===== config.mk =====
export PLATFORM = sky130hd
export DESIGN_NAME = timestamp_inserter
export DESIGN_NICKNAME = d
export VERILOG_FILES = /design/src/rtl/timestamp_inserter.sv
export SDC_FILE = /design/constraint.sdc
export NUM_CORES = 2
export LEC_CHECK = 0
export BUFFER_PORTS_ARGS = -buffer_cell sky130_fd_sc_hd__buf_2
export CAP_MARGIN = 20
export CORE_AREA = 2 2 430 432
export CTS_CLUSTER_DIAMETER = 30
export DETAILED_ROUTE_END_ITERATION = 6
export DIE_AREA = 0 0 432 434
export GPL_ROUTABILITY_DRIVEN = 0
export HOLD_SLACK_MARGIN = 0.08
export SYNTH_ARGS = -nofsm -noshare
export SYNTH_HDL_FRONTEND = slang
export SYNTH_SLANG_ARGS = --single-unit

===== constraint.sdc =====
create_clock -name clk -period 3.6 [get_ports clk]
set_input_delay 0.36 -clock clk [delete_from_list [all_inputs] [get_ports clk]]
set_output_delay 0.36 -clock clk [all_outputs]
set_load 0.005 [all_outputs]

===== src/rtl/timestamp_inserter.sv =====
// timestamp_inserter: egress stage behind the rate limiter.
// Writes a free-running cycle counter into the IPv4 header field of each
// SOP flit. The field is at [512-TIMESTAMP_OFFSET-TIMESTAMP_WIDTH +: TIMESTAMP_WIDTH].
// The stage is a registered 512-bit pass-through. A 2-entry skid buffer sits
// between input and output, so ready is a register and throughput stays full.
// It also counts stamped packets and SOP/EOP framing errors.
// Optional build macro TS_BYTE_SWAP_EN stamps the value in network byte order.
// That option needs TIMESTAMP_WIDTH to be a multiple of 8.
module timestamp_inserter #(
  parameter int TIMESTAMP_WIDTH  = 32,
  parameter int TIMESTAMP_OFFSET = 144
) (
  input  logic         clk,
  input  logic         rst_n,
  input  logic [511:0] in_pkt_data,
  input  logic         in_pkt_valid,
  output logic         in_pkt_ready,
  input  logic         in_pkt_sop,
  input  logic         in_pkt_eop,
  input  logic [5:0]   in_pkt_empty,
  output logic [511:0] out_pkt_data,
  output logic         out_pkt_valid,
  input  logic         out_pkt_ready,
  output logic         out_pkt_sop,
  output logic         out_pkt_eop,
  output logic [5:0]   out_pkt_empty,
  input  logic         conf_ts_enable,
  input  logic         conf_ts_valid,
  output logic         conf_ts_ready,
  output logic [31:0]  stat_pkt_cnt,
  output logic [15:0]  stat_err_cnt
);

  localparam int FIELD_LSB = 512 - TIMESTAMP_OFFSET - TIMESTAMP_WIDTH;

  typedef enum logic {IDLE, IN_PKT} state_t;

  state_t                     state_q, state_d;
  logic [TIMESTAMP_WIDTH-1:0] ts_cnt;
  logic [TIMESTAMP_WIDTH-1:0] ts_field;
  logic                       ts_enable;
  logic                       pend_valid;
  logic                       pend_enable;
  logic                       in_ready_q;
  logic [1:0][511:0]          buf_data;
  logic [1:0]                 buf_sop;
  logic [1:0]                 buf_eop;
  logic [1:0][5:0]            buf_empty;
  logic                       wr_ptr;
  logic                       rd_ptr;
  logic [1:0]                 count;
  logic [1:0]                 count_next;
  logic                       in_xfer;
  logic                       out_xfer;
  logic                       frame_err;
  logic                       do_stamp;
  logic                       cfg_apply;
  logic [511:0]               stamp_data;

  assign in_pkt_ready  = in_ready_q;
  assign conf_ts_ready = 1'b1;
  assign out_pkt_valid = (count != 2'd0);
  assign out_pkt_data  = buf_data[rd_ptr];
  assign out_pkt_sop   = buf_sop[rd_ptr];
  assign out_pkt_eop   = buf_eop[rd_ptr];
  assign out_pkt_empty = buf_empty[rd_ptr];

  assign in_xfer   = in_pkt_valid & in_ready_q;
  assign out_xfer  = out_pkt_valid & out_pkt_ready;
  assign do_stamp  = in_xfer & in_pkt_sop & ts_enable;
  // The new enable takes effect only between packets. It waits while an SOP
  // is being accepted, so that SOP is stamped with the old enable.
  assign cfg_apply = pend_valid & (state_q == IDLE) & ~(in_xfer & in_pkt_sop);

`ifdef TS_BYTE_SWAP_EN
  // Reverse the counter byte by byte to get network byte order.
  always_comb begin
    ts_field = '0;
    for (int b = 0; b < TIMESTAMP_WIDTH / 8; b++) begin
      ts_field[8*b +: 8] = ts_cnt[TIMESTAMP_WIDTH-8-8*b +: 8];
    end
  end
`else
  assign ts_field = ts_cnt;
`endif

  // Overwrite the timestamp field of an SOP flit while stamping is enabled.
  always_comb begin
    stamp_data = in_pkt_data;
    if (in_pkt_sop && ts_enable) begin
      stamp_data[FIELD_LSB +: TIMESTAMP_WIDTH] = ts_field;
    end
  end

  // Compute the buffer occupancy after this cycle's input and output transfers.
  always_comb begin
    count_next = count;
    case ({in_xfer, out_xfer})
      2'b10:   count_next = count + 2'd1;
      2'b01:   count_next = count - 2'd1;
      default: count_next = count;
    endcase
  end

  // Track packet framing on accepted flits and flag bad SOP/EOP sequences.
  always_comb begin
    state_d   = state_q;
    frame_err = 1'b0;
    if (in_xfer) begin
      if (in_pkt_sop) begin
        frame_err = (state_q == IN_PKT);
        state_d   = in_pkt_eop ? IDLE : IN_PKT;
      end else if (state_q == IDLE) begin
        frame_err = 1'b1;
      end else if (in_pkt_eop) begin
        state_d = IDLE;
      end
    end
  end

  // Hold the framing state.
  always_ff @(posedge clk or negedge rst_n) begin
    if (!rst_n) begin
      state_q <= IDLE;
    end else begin
      state_q <= state_d;
    end
  end

  // Free-running timestamp counter. It wraps and ignores stalls and enable.
  always_ff @(posedge clk or negedge rst_n) begin
    if (!rst_n) begin
      ts_cnt <= '0;
    end else begin
      ts_cnt <= ts_cnt + 1'b1;
    end
  end

  // Capture config writes into a pending register and move them into the
  // live enable at a packet boundary. A fresh write always wins.
  always_ff @(posedge clk or negedge rst_n) begin
    if (!rst_n) begin
      pend_valid  <= 1'b0;
      pend_enable <= 1'b0;
      ts_enable   <= 1'b0;
    end else begin
      if (cfg_apply) begin
        ts_enable  <= pend_enable;
        pend_valid <= 1'b0;
      end
      if (conf_ts_valid) begin
        pend_valid  <= 1'b1;
        pend_enable <= conf_ts_enable;
      end
    end
  end

  // Skid buffer. Input writes at wr_ptr, output reads at rd_ptr, and ready is
  // registered from the next occupancy.
  always_ff @(posedge clk or negedge rst_n) begin
    if (!rst_n) begin
      buf_data   <= '0;
      buf_sop    <= '0;
      buf_eop    <= '0;
      buf_empty  <= '0;
      wr_ptr     <= 1'b0;
      rd_ptr     <= 1'b0;
      count      <= 2'd0;
      in_ready_q <= 1'b0;
    end else begin
      if (in_xfer) begin
        buf_data[wr_ptr]  <= stamp_data;
        buf_sop[wr_ptr]   <= in_pkt_sop;
        buf_eop[wr_ptr]   <= in_pkt_eop;
        buf_empty[wr_ptr] <= in_pkt_empty;
        wr_ptr            <= ~wr_ptr;
      end
      if (out_xfer) begin
        rd_ptr <= ~rd_ptr;
      end
      count      <= count_next;
      in_ready_q <= (count_next != 2'd2);
    end
  end

  // Count stamped packets (wrapping) and framing errors (saturating).
  always_ff @(posedge clk or negedge rst_n) begin
    if (!rst_n) begin
      stat_pkt_cnt <= '0;
      stat_err_cnt <= '0;
    end else begin
      if (do_stamp) begin
        stat_pkt_cnt <= stat_pkt_cnt + 32'd1;
      end
      if (frame_err && (stat_err_cnt != 16'hFFFF)) begin
        stat_err_cnt <= stat_err_cnt + 16'd1;
      end
    end
  end

endmodule


==> flow_metrics.py <==
metrics = {
    "synthesis": {
        "synthTopCellsByArea": "dfrtp_1, mux2_2, buf_2",
        "synth_top_area_share_pct": 58.3,
        "syn_nets": 3751,
        "yosys-top-cells-count": "mux2_2, dfrtp_1, nand2_1",
        "async_reset_ff_share_pct": 100,
        "ys.flop_type": "dfrtp_1",
        "yosysTopAreaCell": "dfrtp_1",
        "synth_edf_count": 0,
        "synth-warning-count": 0,
        "avgSynthCellArea_sq_um": 15.1,
        "synthAdderAreaFrac_pct": 0.103,
        "netlist_area_sq_um": 48500,
        "synth_xor_area_share_pct": 1.41,
        "ys_ff_latch": 1129,
        "yosysMostFrequentCell": "mux2_2",
        "ys_types": 40,
        "synth_compound_area_share_pct": 0.803,
        "synth_top_family_by_area": "multiplexers",
        "muxShareOfSynthArea_pct": 35.5,
        "synth_cells": 3221,
        "synth-simple-area-share_pct": 2.12,
        "ys_seq_area_share_pct": 58.3,
    },
    "final_layout": {
        "layout-drive-gt1-share_pct": 60.4,
        "final_cells": 7684,
        "fin_nets": 5596,
        "area_growth_pct": 50.5,
    },
    "setup_path": {
        "path_max_fanout": 78,
        "end_kind": "output pin",
        "worstSetupPathType": "flip-flop to output pin",
        "worstSetupStartpointType": "flip-flop",
        "r2r_cells": 5,
        "arrival_ns": 2.81,
        "cp.required_ns": 3.24,
    },
    "grt": {
        "grt_pass1_wl_mm": 226,
        "grt_pass1_vias": 37609,
        "grtUsageTotal_pct": 15.7,
        "grt_overflow": 0,
        "antenna_found_initial": 11,
        "grt_max_degree": 123,
    },
    "pwr": {
        "switchingPower_uw": 22000,
        "power_frac_comb_pct": 34.4,
        "power.density_nw_per_um2": 1010,
        "pwr-share-seq_pct": 29.3,
        "p_sw_share_pct": 29.8,
        "p_clk_share_pct": 36.3,
        "p_int_uw": 51800,
        "power.leakage_uw": 0.0332,
        "ir_worst_vdd_uv": 619,
    },
    "min_path": {
        "min_path_type": "input pin to async pin",
    },
    "floorplanning": {
        "pin_count": 1097,
        "core-area_sq_um": 182000,
        "die_w_um": 432,
        "start_util_pct": 26.6,
        "die-height_um": 434,
        "num_rows": 157,
        "die_area_sq_um": 187000,
    },
    "run": {
        "max_cap_violations": 0,
    },
    "clock_network": {
        "clockBufferDepth": 4,
        "cts_num_sinks": 1129,
        "root_buffer": "clkbuf_16",
        "cts.reportedPaths.clkPinSlew_ns": 0.04,
        "worstSkewPairLatency_ns": 0.90,
        "cts_tree": "built",
        "cts_buffers": 307,
        "htree_levels": 5,
    },
    "sta": {
        "fin_crit_sh_pct": 88.1,
        "slew_headroom_pct": 29.8,
        "max_freq_mhz": 315,
        "fin_crit_ns": 3.17,
        "setup_viol": 0,
        "drv_slew": 0,
        "finalHoldViolCount": 0,
        "fin_setup_tns_ns": 0,
        "rsz0062_at_grt": "false",
        "clock_skew_ns": 0.0808,
        "worst_pin_slew_ns": 1.05,
    },
    "route": {
        "drt_iter0_drc": 1266,
        "dr.pass1.iters": 5,
        "drtAntennaViolNets": 0,
        "wl_per_cell_um": 19.8,
        "vias": 34104,
        "drc": 0,
        "vias_per_cell": 4.44,
        "wirelength_mm": 152,
    },
    "placed_design": {
        "dp.cells": 6615,
        "portBuffers": 1095,
        "hpwl_mm": 107,
    },
    "run_status": {
        "status": "completed",
    },
}
-- stage by stage --
step | power, uW | setup WS, ns | hold WS (ns) | area [sq um] | util (%)
after floorplan | 35700 | 1.71 | 0.0644 | 48500 | -
after global placement | 45900 | 0.984 | 0.457 | 57400 | 31.4
after detailed placement | 46600 | 0.989 | 0.464 | 57400 | 31.4
after CTS | 74600 | 0.341 | 0.0824 | 72900 | 40.0
after global routing | 77500 | 0.294 | 0.124 | 73000 | 40.0
final | 73900 | 0.430 | 0.127 | 73000 | 40.0
-- layer usage --
| metal | vias to the layer above | part of all wire, % | track usage (%) |
|---|---|---|---|
| li1 | 15353 | - | - |
| met1 | 17325 | 39 | 18.0 |
| met2 | 1024 | 49 | 26.0 |
| met3 | 400 | 6.5 | 5.06 |
| met4 | 2 | 5.0 | 8.67 |
| met5 | - | 0.0072 | 0 |
-- worst max-delay path, cell delays in order (launching register included) --
cell and delay (ns):
dfrtp_4 0.48, buf_12 0.25, buf_12 0.41, mux2_2 0.44
buf_2 0.16
-- worst paths after layout --
| check | slack (ns) | to | start |
|---|---|---|---|
| max | 0.43 | out_pkt_data[253] | rd_ptr$_DFFE_PN0P_ |
| min | 0.13 | buf_data[10]$_DFFE_PN0P_ | rst_n |
| max reg2reg | 1.14 | stat_pkt_cnt[18]$_DFFE_PN0P_ | in_pkt_ready$_DFF_PN0_ |
| min reg2reg | 0.47 | buf_data[353]$_DFFE_PN0P_ | buf_data[353]$_DFFE_PN0P_ |
| max in group asynchronous | 2.26 | buf_data[731]$_DFFE_PN0P_ | rst_n |
| min in group clk | 0.24 | buf_data[530]$_DFFE_PN0P_ | in_pkt_data[18] |
-- cell usage in the layout, fill, tap and decap left out, drive strengths merged, types with 23 or more instances in the layout --
cell,count
dlygate4sd3,527
nand3,23
clkbuf,407
clkinv,56
xor2,32
o21ai,64
xnor2,46
buf,1196
mux2,1500
clkinvlp,24
dfrtp,1129
bufinv,33
nand2,104
mux2i,32
-- layout make-up --
class                      instances  area (sq um)
fill                           16767        110000
sequential                      1129         28300
multi-input combinational       1899         19400
timing repair buffer            1723         12000
clock buffer                     407          8650
tap                             2385          2980
clock inverter                   123          1640
antenna                           12          30.0
inverter                           6          25.0
-- logic make-up (layout without fill, tap and decap cells) --
group	Yosys count	after routing
AOI/OAI and AO/OA	74	74
other	1	13
DFF	1129	1129
buffers and inverters	193	2259
and+or+nand+nor	210	210
muxes	1532	1532
adders and majority gates	4	4
xor gates and xnor gates	78	78
-- what timing repair did --
action | 4_1_cts | 5_1_grt
hold endpoints to repair | 1192 | 0
gates resized for setup | 0 | 0
hold buffers | 527 | 0
buffers inserted | 0 | 0
-- sequential cells by signal, indices dropped and copies added (netlist names) --
| name | count |
|---|---|
| buf_data | 1024 |
| stat_pkt_cnt | 32 |
| ts_cnt | 32 |
| stat_err_cnt | 16 |
| buf_empty | 12 |
| buf_eop | 2 |
| buf_sop | 2 |
| count | 2 |
| in_pkt_ready | 1 |
| pend_enable | 1 |
| pend_valid | 1 |
| rd_ptr | 1 |
| state_q | 1 |
| ts_enable | 1 |
| wr_ptr | 1 |
-- power groups by stage --
stage | Sequential [uW] | Clock [uW] | Combinational (uW)
floorplan | 20800 | 0 | 14900
global placement | 21300 | 0 | 24600
detailed placement | 21700 | 0 | 24900
CTS | 21600 | 27300 | 25600
global route | 22400 | 28000 | 27100
finish | 21600 | 26800 | 25400
(Power assumes the default switching activity.)
